`config.mk`:
```
export PLATFORM = sky130hd
export DESIGN_NAME = pc_sequencer
export DESIGN_NICKNAME = d
export VERILOG_FILES = /design/src/rtl/pc_sequencer.sv
export SDC_FILE = /design/constraint.sdc
export NUM_CORES = 1
export LEC_CHECK = 0
export BUFFER_PORTS_ARGS = -buffer_cell sky130_fd_sc_hd__buf_2
export CAP_MARGIN = 5
export CORE_MARGIN = 5
export CORE_UTILIZATION = 45
export CTS_CLUSTER_SIZE = 10
export DETAILED_ROUTE_END_ITERATION = 10
export GPL_TIMING_DRIVEN = 0
export PLACE_DENSITY_LB_ADDON = 0.2
export SYNTH_ARGS = -nofsm -noshare
export SYNTH_HDL_FRONTEND = slang
export SYNTH_SLANG_ARGS = --single-unit
```
`constraint.sdc`:
```
create_clock -name clk -period 3.3 [get_ports clk]
set_clock_uncertainty 0.05 [all_clocks]
set_input_delay 0.165 -clock clk [delete_from_list [all_inputs] [get_ports clk]]
set_output_delay 0.165 -clock clk [all_outputs]
set_load 0.1 [all_outputs]
```
`src/rtl/pc_sequencer.sv`:
```
// pc_sequencer
//   Program-counter and fetch sequencer. It sits between the branch-target mux
//   and instruction memory. It holds the PC and requests each instruction over
//   a req/ack handshake. It then presents the instruction for one execute slot.
//   After that slot the PC advances by one, loads the jump target, or the
//   sequencer halts.
//
// Parameters
//   PC_W       width of pc, jump_target and imem_addr
//   IMEM_DEPTH number of valid instruction words (legal pc 0..IMEM_DEPTH-1)
//   START_PC   pc loaded on start
//   CNT_W      width of the saturating retired-instruction counter
//
// Ports
//   clk          in   rising-edge clock
//   reset        in   asynchronous active-high reset
//   start        in   begin execution at START_PC (honoured in IDLE/HALTED)
//   stall        in   hold the current execute slot
//   jump_en      in   take jump_target this execute slot
//   jump_target  in   jump destination
//   halt_req     in   current instruction is a halt
//   imem_ack     in   instruction memory accepts/returns the fetch
//   imem_req     out  fetch request
//   imem_addr    out  fetch address (always equal to pc)
//   instr_valid  out  execute slot active; control inputs sampled
//   pc           out  current program counter
//   done         out  high while halted
//   fault        out  high while halted because pc left the legal range
//   retire_cnt   out  instructions retired since the last start
module pc_sequencer #(
  parameter int unsigned PC_W       = 16,
  parameter int unsigned IMEM_DEPTH = 128,
  parameter int unsigned START_PC   = 0,
  parameter int unsigned CNT_W      = 16
) (
  input  logic             clk,
  input  logic             reset,
  input  logic             start,
  input  logic             stall,
  input  logic             jump_en,
  input  logic [PC_W-1:0]  jump_target,
  input  logic             halt_req,
  input  logic             imem_ack,
  output logic             imem_req,
  output logic [PC_W-1:0]  imem_addr,
  output logic             instr_valid,
  output logic [PC_W-1:0]  pc,
  output logic             done,
  output logic             fault,
  output logic [CNT_W-1:0] retire_cnt
);

  typedef enum logic [1:0] {
    S_IDLE,
    S_FETCH,
    S_EXEC,
    S_HALTED
  } state_t;

  state_t state;

  // The range checks use one extra bit. Without it, pc+1 or a wide target
  // could wrap and pass the check. Nothing is allowed to wrap back into range.
  localparam logic [PC_W:0]   DEPTH_EXT = (PC_W+1)'(IMEM_DEPTH);
  localparam logic [PC_W-1:0] START_VAL = PC_W'(START_PC);

  logic [PC_W:0]  pc_inc;
  logic           seq_ok;
  logic           jump_ok;
  logic [CNT_W-1:0] cnt_inc;

  always_comb begin
    pc_inc  = {1'b0, pc} + (PC_W+1)'(1);
    seq_ok  = (pc_inc < DEPTH_EXT);
    jump_ok = ({1'b0, jump_target} < DEPTH_EXT);
    cnt_inc = (retire_cnt == '1) ? retire_cnt : retire_cnt + CNT_W'(1);
  end

  assign imem_addr = pc;

  // The req, valid and done flags are registered with the state. This means
  // each flag always matches the state it belongs to.
  always_ff @(posedge clk or posedge reset) begin
    if (reset) begin
      state       <= S_IDLE;
      pc          <= '0;
      imem_req    <= 1'b0;
      instr_valid <= 1'b0;
      done        <= 1'b0;
      fault       <= 1'b0;
      retire_cnt  <= '0;
    end else begin
      case (state)
        S_IDLE: begin
          if (start) begin
            pc         <= START_VAL;
            retire_cnt <= '0;
            fault      <= 1'b0;
            imem_req   <= 1'b1;
            state      <= S_FETCH;
          end
        end

        S_FETCH: begin
          // Request and address stay put until memory acknowledges.
          if (imem_ack) begin
            imem_req    <= 1'b0;
            instr_valid <= 1'b1;
            state       <= S_EXEC;
          end
        end

        S_EXEC: begin
          // Priority: stall, then halt, then jump, then sequential.
          if (!stall) begin
            retire_cnt  <= cnt_inc;
            instr_valid <= 1'b0;
            if (halt_req) begin
              done  <= 1'b1;
              state <= S_HALTED;
            end else if (jump_en) begin
              if (jump_ok) begin
                pc       <= jump_target;
                imem_req <= 1'b1;
                state    <= S_FETCH;
              end else begin
                done  <= 1'b1;
                fault <= 1'b1;
                state <= S_HALTED;
              end
            end else if (seq_ok) begin
              pc       <= pc_inc[PC_W-1:0];
              imem_req <= 1'b1;
              state    <= S_FETCH;
            end else begin
              done  <= 1'b1;
              fault <= 1'b1;
              state <= S_HALTED;
            end
          end
        end

        S_HALTED: begin
          if (start) begin
            pc         <= START_VAL;
            retire_cnt <= '0;
            done       <= 1'b0;
            fault      <= 1'b0;
            imem_req   <= 1'b1;
            state      <= S_FETCH;
          end
        end

        default: begin
          state       <= S_IDLE;
          imem_req    <= 1'b0;
          instr_valid <= 1'b0;
          done        <= 1'b0;
          fault       <= 1'b0;
        end
      endcase
    end
  end

endmodule
```
* After elaboration in Yosys (flattened, before gate mapping)
Index checks and enable logic that the tools add are counted.
W data, S select, Z words.
** Word-level totals
- Register bits after elaboration :: 38
- Bits of input ports :: 23
- Output and inout bits :: 52
- Word-level logic and storage cells :: 78
** Cells by class
- Add/subtract/negate cells :: 2
- Magnitude comparators :: 2
- Eq/ne operators :: 16
- Muxes and demuxes :: 39
- Reductions and logical operators :: 12
** Operator list (count)
- $mux W16 :: 8
- $pmux W16 S2 :: 2
- $reduce_and A6 Y1 :: 3
- $add A16 B1 Y17 const B :: 1
- $lt A17 B8 Y1 const B :: 1
- $mux W1 :: 17
- $add A16 B1 Y16 const B :: 1
- $eq A16 B16 Y1 const B :: 1
- $lt A16 B8 Y1 const B :: 1
- $mux W2 :: 7
- $ne A3 B3 Y1 const B :: 4
- $ne A2 B2 Y1 const B :: 5
- $ne A4 B4 Y1 const B :: 2
- $pmux W1 S2 :: 3
- $pmux W2 S3 :: 1
- $reduce_and A3 Y1 :: 2
- $reduce_bool A2 Y1 :: 3
- $reduce_and A5 Y1 :: 1
- $eq A2 B2 Y1 const B :: 2
- $reduce_and A4 Y1 :: 1
- $pmux W1 S3 :: 1
- $eq A2 B1 Y1 const B :: 1
- $logic_not A2 Y1 :: 1
- $ne A2 B1 Y1 const B :: 1
- $reduce_or A2 Y1 :: 1

* Longest topological paths before layout
- Word-level depth :: 7
- Gate-level depth with buffers :: 11
- Depth with buffers taken out :: 9

* Worst setup path after synthesis
OpenSTA, ideal clock, no wires.
- Kind :: flip-flop to flip-flop
- Start point :: register pc[0] (netlist: imem_addr[0])
- End point :: register done
- Library setup time :: 0.126 ns
- Data arrival time :: 2.891 ns
- Required time :: 3.124 ns
- Slack :: 0.233 ns
- Stages on the path, launching flop included :: 9
- Path buffers :: 0
- Period minus slack after synthesis :: 3.067 ns
- Path through :: dfrtp_1 -> ha_1 -> nand3_1 -> nor2_1 -> o2111ai_1 -> a2111o_1 -> o31ai_4 -> nor4_1 -> a311o_1
** On the way
- Longest elaborated chain between the ends :: 4
** RTL lines
- from (decl) :: RTL line 47 : output logic [PC_W-1:0] pc,
- from (signal assigned) :: RTL line 123 : pc <= jump_target;
- from (signal assigned) :: RTL line 132 : pc <= pc_inc[PC_W-1:0];
- $add A16 B1 Y17 :: RTL line 73 : pc_inc = {1'b0, pc} + (PC_W+1)'(1);
- $lt A17 B8 Y1 :: RTL line 74 : seq_ok = (pc_inc < DEPTH_EXT);
- $ne A4 B4 Y1 (no source line)
- $reduce_and A5 Y1 (no source line)
- to (signal assigned) :: RTL line 89 : done <= 1'b0;
- to (signal assigned) :: RTL line 119 : done <= 1'b1;
- to (signal assigned) :: RTL line 127 : done <= 1'b1;
- to (decl) :: RTL line 48 : output logic done,
No other way between the ends.
A chain may end at the register's enable or synchronous reset.

* Final worst setup path
- Start point :: register pc[0] (netlist: imem_addr[0])
- End point :: register pc[4] (netlist: imem_addr[4])
** On the way
- Longest elaborated chain between the ends :: 6
- Elaborated cells between the ends (all ways) :: 9
- Those cells by class :: add/sub (1); order compare (1); eq/ne (1); mux (5); reduce/logical (1)
** RTL lines (RTL line)
- $add A16 B1 Y17 * :: 73
- parallel branches: the longest is 5 deep, another holds $lt A17 B8 Y1
Every way passes the cells marked *. The select of a mux whose other input is x is not followed.

==> impl_metrics.toml <==
[sta]
fin_crit_sh_pct = 81.13
clock.fmax_mhz = 373.5
finalCriticalPeriod_ns = 2.677
final-max-slew-violation-count = 0
worst_pin_slew_ns = 0.8177
whs_ns = -0.01815
setup_ws_ns = 0.6228
rsz0062_at_grt = "false"
hold_viol_final = 38
setup_viol = 0
setup_tns_ns = 0
slew_headroom_pct = 45.41

[synthesis]
synthAdderAreaFrac_pct = 3.224
syn_nets = 287
synth_cells = 258
yosys-mux-area-fraction_pct = 1.827
ys_seq_elements = 38
ys_top_cells_by_area = "dfrtp_1 41%, buf_4 5.8%, nor2_1 4.2%, ha_1 3.2%, nand2_1 3.2%"
synth-main-ff-cell = "dfrtp_1"
synth_area_leader_cell = "dfrtp_1"
yosysWarnings = 0
synth-compound-area-share_pct = 17.03
synthSimpleGateAreaFrac_pct = 23.21
yosysSeqAreaShare_pct = 40.84
syn_area_mm2 = 0.002328
async_flop_share_pct = 100.0
ys_types = 49
synth_top_family_by_area = "simple AND/OR/NAND/NOR gates"
synth_top_area_share_pct = 40.84
syn_avg_cell_area_um2 = 9.025
synth-edff-count = 0
synth-xor-area-share_pct = 4.514

[global_routing]
grt_pass1_wl_mm = 9.542
grt.total_usage_pct = 18.39
grt_start_max_net_pins = 39
grt_pass1_vias = 2058
antenna_found_initial = 0
gr-total-overflow = 0

[critical_path]
path_buf_inv = 1
path_delay_family = "compound AO/OA/AOI/OAI gates"
crit_type = "register to register"
critPathLaunchType = "register"
cp.required_ns = 3.43
worstReg2RegEnd = "imem_addr[4]$_DFFE_PP0P_"
crit_path_max_fanout = 10
path_cells = "ha_1, nand3_1, nor2_1, o2111ai_1, a2111o_1, o21ai_2, buf_6, o21ai_0, o2bb2ai_1"
crit_slowest_cell = "a2111o_1"
max_stage_delay_ns = 0.51
cp-end-kind = "register"
reg2reg_from = "imem_addr[0]$_DFFE_PP0P_"
arrival_ns = 2.81
regToRegSetupSlack_ns = 0.62
reg2reg_depth = 9
worstSetupStartpoint = "imem_addr[0]$_DFFE_PP0P_"

[floorplanning]
initial_utilization_pct = 45.88
ios = 75
die_area_mm2 = 0.006713
fp.coreArea_mm2 = 0.005075
die_w_um = 81.94
die_h_um = 81.94
fp-row-count = 26

[clocking]
cts_hold_buf = 0
clockBufferDepth = 2
cts_inserted_buffers = 5
post-cts-setup-buffers = 0
cts_resized = 0
clk_pin_slew_ns = 0.08
cts_tree = "yes"
clk_latency_ns = 0.29
htree_levels = 2
root_buffer = "clkbuf_8"
cts.sinks = 38

[routing]
drt_iter0_drc = 96
drt_pass1_iterations = 4
antenna_left = 0
drc = 0
num_vias = 2120
wl_per_cell_um = 13.89
vias_per_cell = 5.183
routed_wl_mm = 5.682

[run]
cap_violations = 0

[power_and_ir_drop]
irDropWorstVdd_uv = 580.7
cellPowerDensity_mw_per_mm2 = 858.2
p_clk_share_pct = 19.7
p_comb_share_pct = 55.0
internal_power_w = 0.001199
p_leak_nw = 1.467
p_sw_share_pct = 52.23
p_seq_share_pct = 25.3
netSwitchingPower_w = 0.001311

[outcome]
status = "complete, but fails checks"
violations = "hold timing"

[place]
placed_cell_area_mm2 = 0.002781
gp_congestion = 0.7727
hpwlAfterDp_mm = 4.262
place_ws_ns = 0.6352
portBuffers = 73
dpl.cell_count = 401

[layout]
seq_area_um2 = 950.9
diodes = 0
fin_nets = 367
drive_above_1_share_pct = 32.74
multi_input_area_mm2 = 0.001160
design_area_mm2 = 0.002924
fin_cells = 409
n_fill_cell = 469
area_growth_syn_to_layout_pct = 25.58

[min_path]
hold_class = "input port to asynchronous set/reset pin"
sequential cells by signal, summed over array words and instances (netlist names):
register / flops
imem_req: 1
fault: 1
retire_cnt: 16
imem_addr: 16
instr_valid: 1
state: 2
done: 1
layout make-up:
| type | count | area share (%) |
|---|---|---|
| multi-input combinational | 182 | 39.67 |
| sequential | 38 | 32.52 |
| timing repair buffer | 73 | 12.49 |
| buffer | 26 | 5.905 |
| tap | 70 | 2.995 |
| clock buffer | 6 | 2.824 |
| clock inverter | 2 | 2.054 |
| inverter | 12 | 1.540 |
layout by cell type (no fill, tap or decap), drive strengths merged, types with 3 or more instances in the layout:
cell type | Yosys | final
a21oi | 11 | 11
a31oi | 3 | 3
and3 | 4 | 4
and4 | 5 | 5
buf | 19 | 92
clkbuf | 7 | 13
dfrtp | 38 | 38
ha | 6 | 6
inv | 12 | 12
nand2 | 20 | 20
nand3 | 12 | 12
nand4 | 5 | 5
nor2 | 26 | 26
nor2b | 8 | 8
nor3 | 6 | 6
nor4 | 3 | 3
o211ai | 3 | 3
o21ai | 14 | 14
o2bb2ai | 5 | 5
or2 | 4 | 4
or3 | 5 | 5
xnor2 | 6 | 6
xor2 | 6 | 6
synth_stat cells (2+ instances only):
master / count
xnor2_1: 6
o2bb2ai_1: 5
nor2b_1: 8
nor2_1: 26
or3_1: 5
a22oi_1: 2
and2b_1: 2
nand2_1: 20
xor2_1: 6
inv_1: 12
o211ai_1: 3
nor4_1: 3
clkbuf_1: 7
and4_1: 5
a21oi_1: 11
a31oi_1: 3
mux2i_1: 2
ha_1: 6
buf_4: 18
and3_1: 4
o21ai_0: 12
dfrtp_1: 38
o2111ai_1: 2
nand4_1: 5
mux2_2: 2
nand3_1: 12
or2_2: 4
a311o_1: 2
nand2b_1: 2
nor3_1: 6
through the flow:
stage / util (%) / power [W]
floorplan: - / 0.001773
global placement: 54.81 / 0.002013
detailed placement: 54.81 / 0.002026
CTS: 57.62 / 0.002529
global route: 57.62 / 0.002668
finish: 57.62 / 0.002510
power by group through the flow:
stage | combinational (W) | sequential, W | clock, W
2_1_floorplan | 0.000728 | 0.00104 | 0
3_5_place_dp | 0.00138 | 0.000643 | 0
4_1_cts | 0.00139 | 0.000635 | 0.000506
3_3_place_gp | 0.00137 | 0.000640 | 0
6_report | 0.00138 | 0.000636 | 0.000494
5_1_grt | 0.00150 | 0.000652 | 0.000520
logic make-up (layout without fill, tap and decap cells):
group,Yosys count,count (layout)
and+or+nand+nor,105,105
AOI/OAI and AO/OA,55,55
DFF,38,38
buffers and inverters,38,119
xor gates and xnor gates,12,12
adders and majority gates,6,6
muxes,4,4
how the worst max path moves through the flow:
stage	depth (start not counted)	endpoint
floorplan	8	done$_DFFE_PP0P_
global placement	9	imem_addr[4]$_DFFE_PP0P_
detailed placement	9	imem_addr[6]$_DFFE_PP0P_
CTS	9	imem_addr[4]$_DFFE_PP0P_
global route	9	imem_addr[6]$_DFFE_PP0P_
finish	9	imem_addr[4]$_DFFE_PP0P_
layer usage:
metal	wire (µm)	vias up	track usage (%)
met3	350	10	3.728
met5	0	-	0
met4	107	0	7.641
li1	-	1062	-
met2	2606	58	28.84
met1	2618	990	24.64
Power figures use the tool's default switching activity.
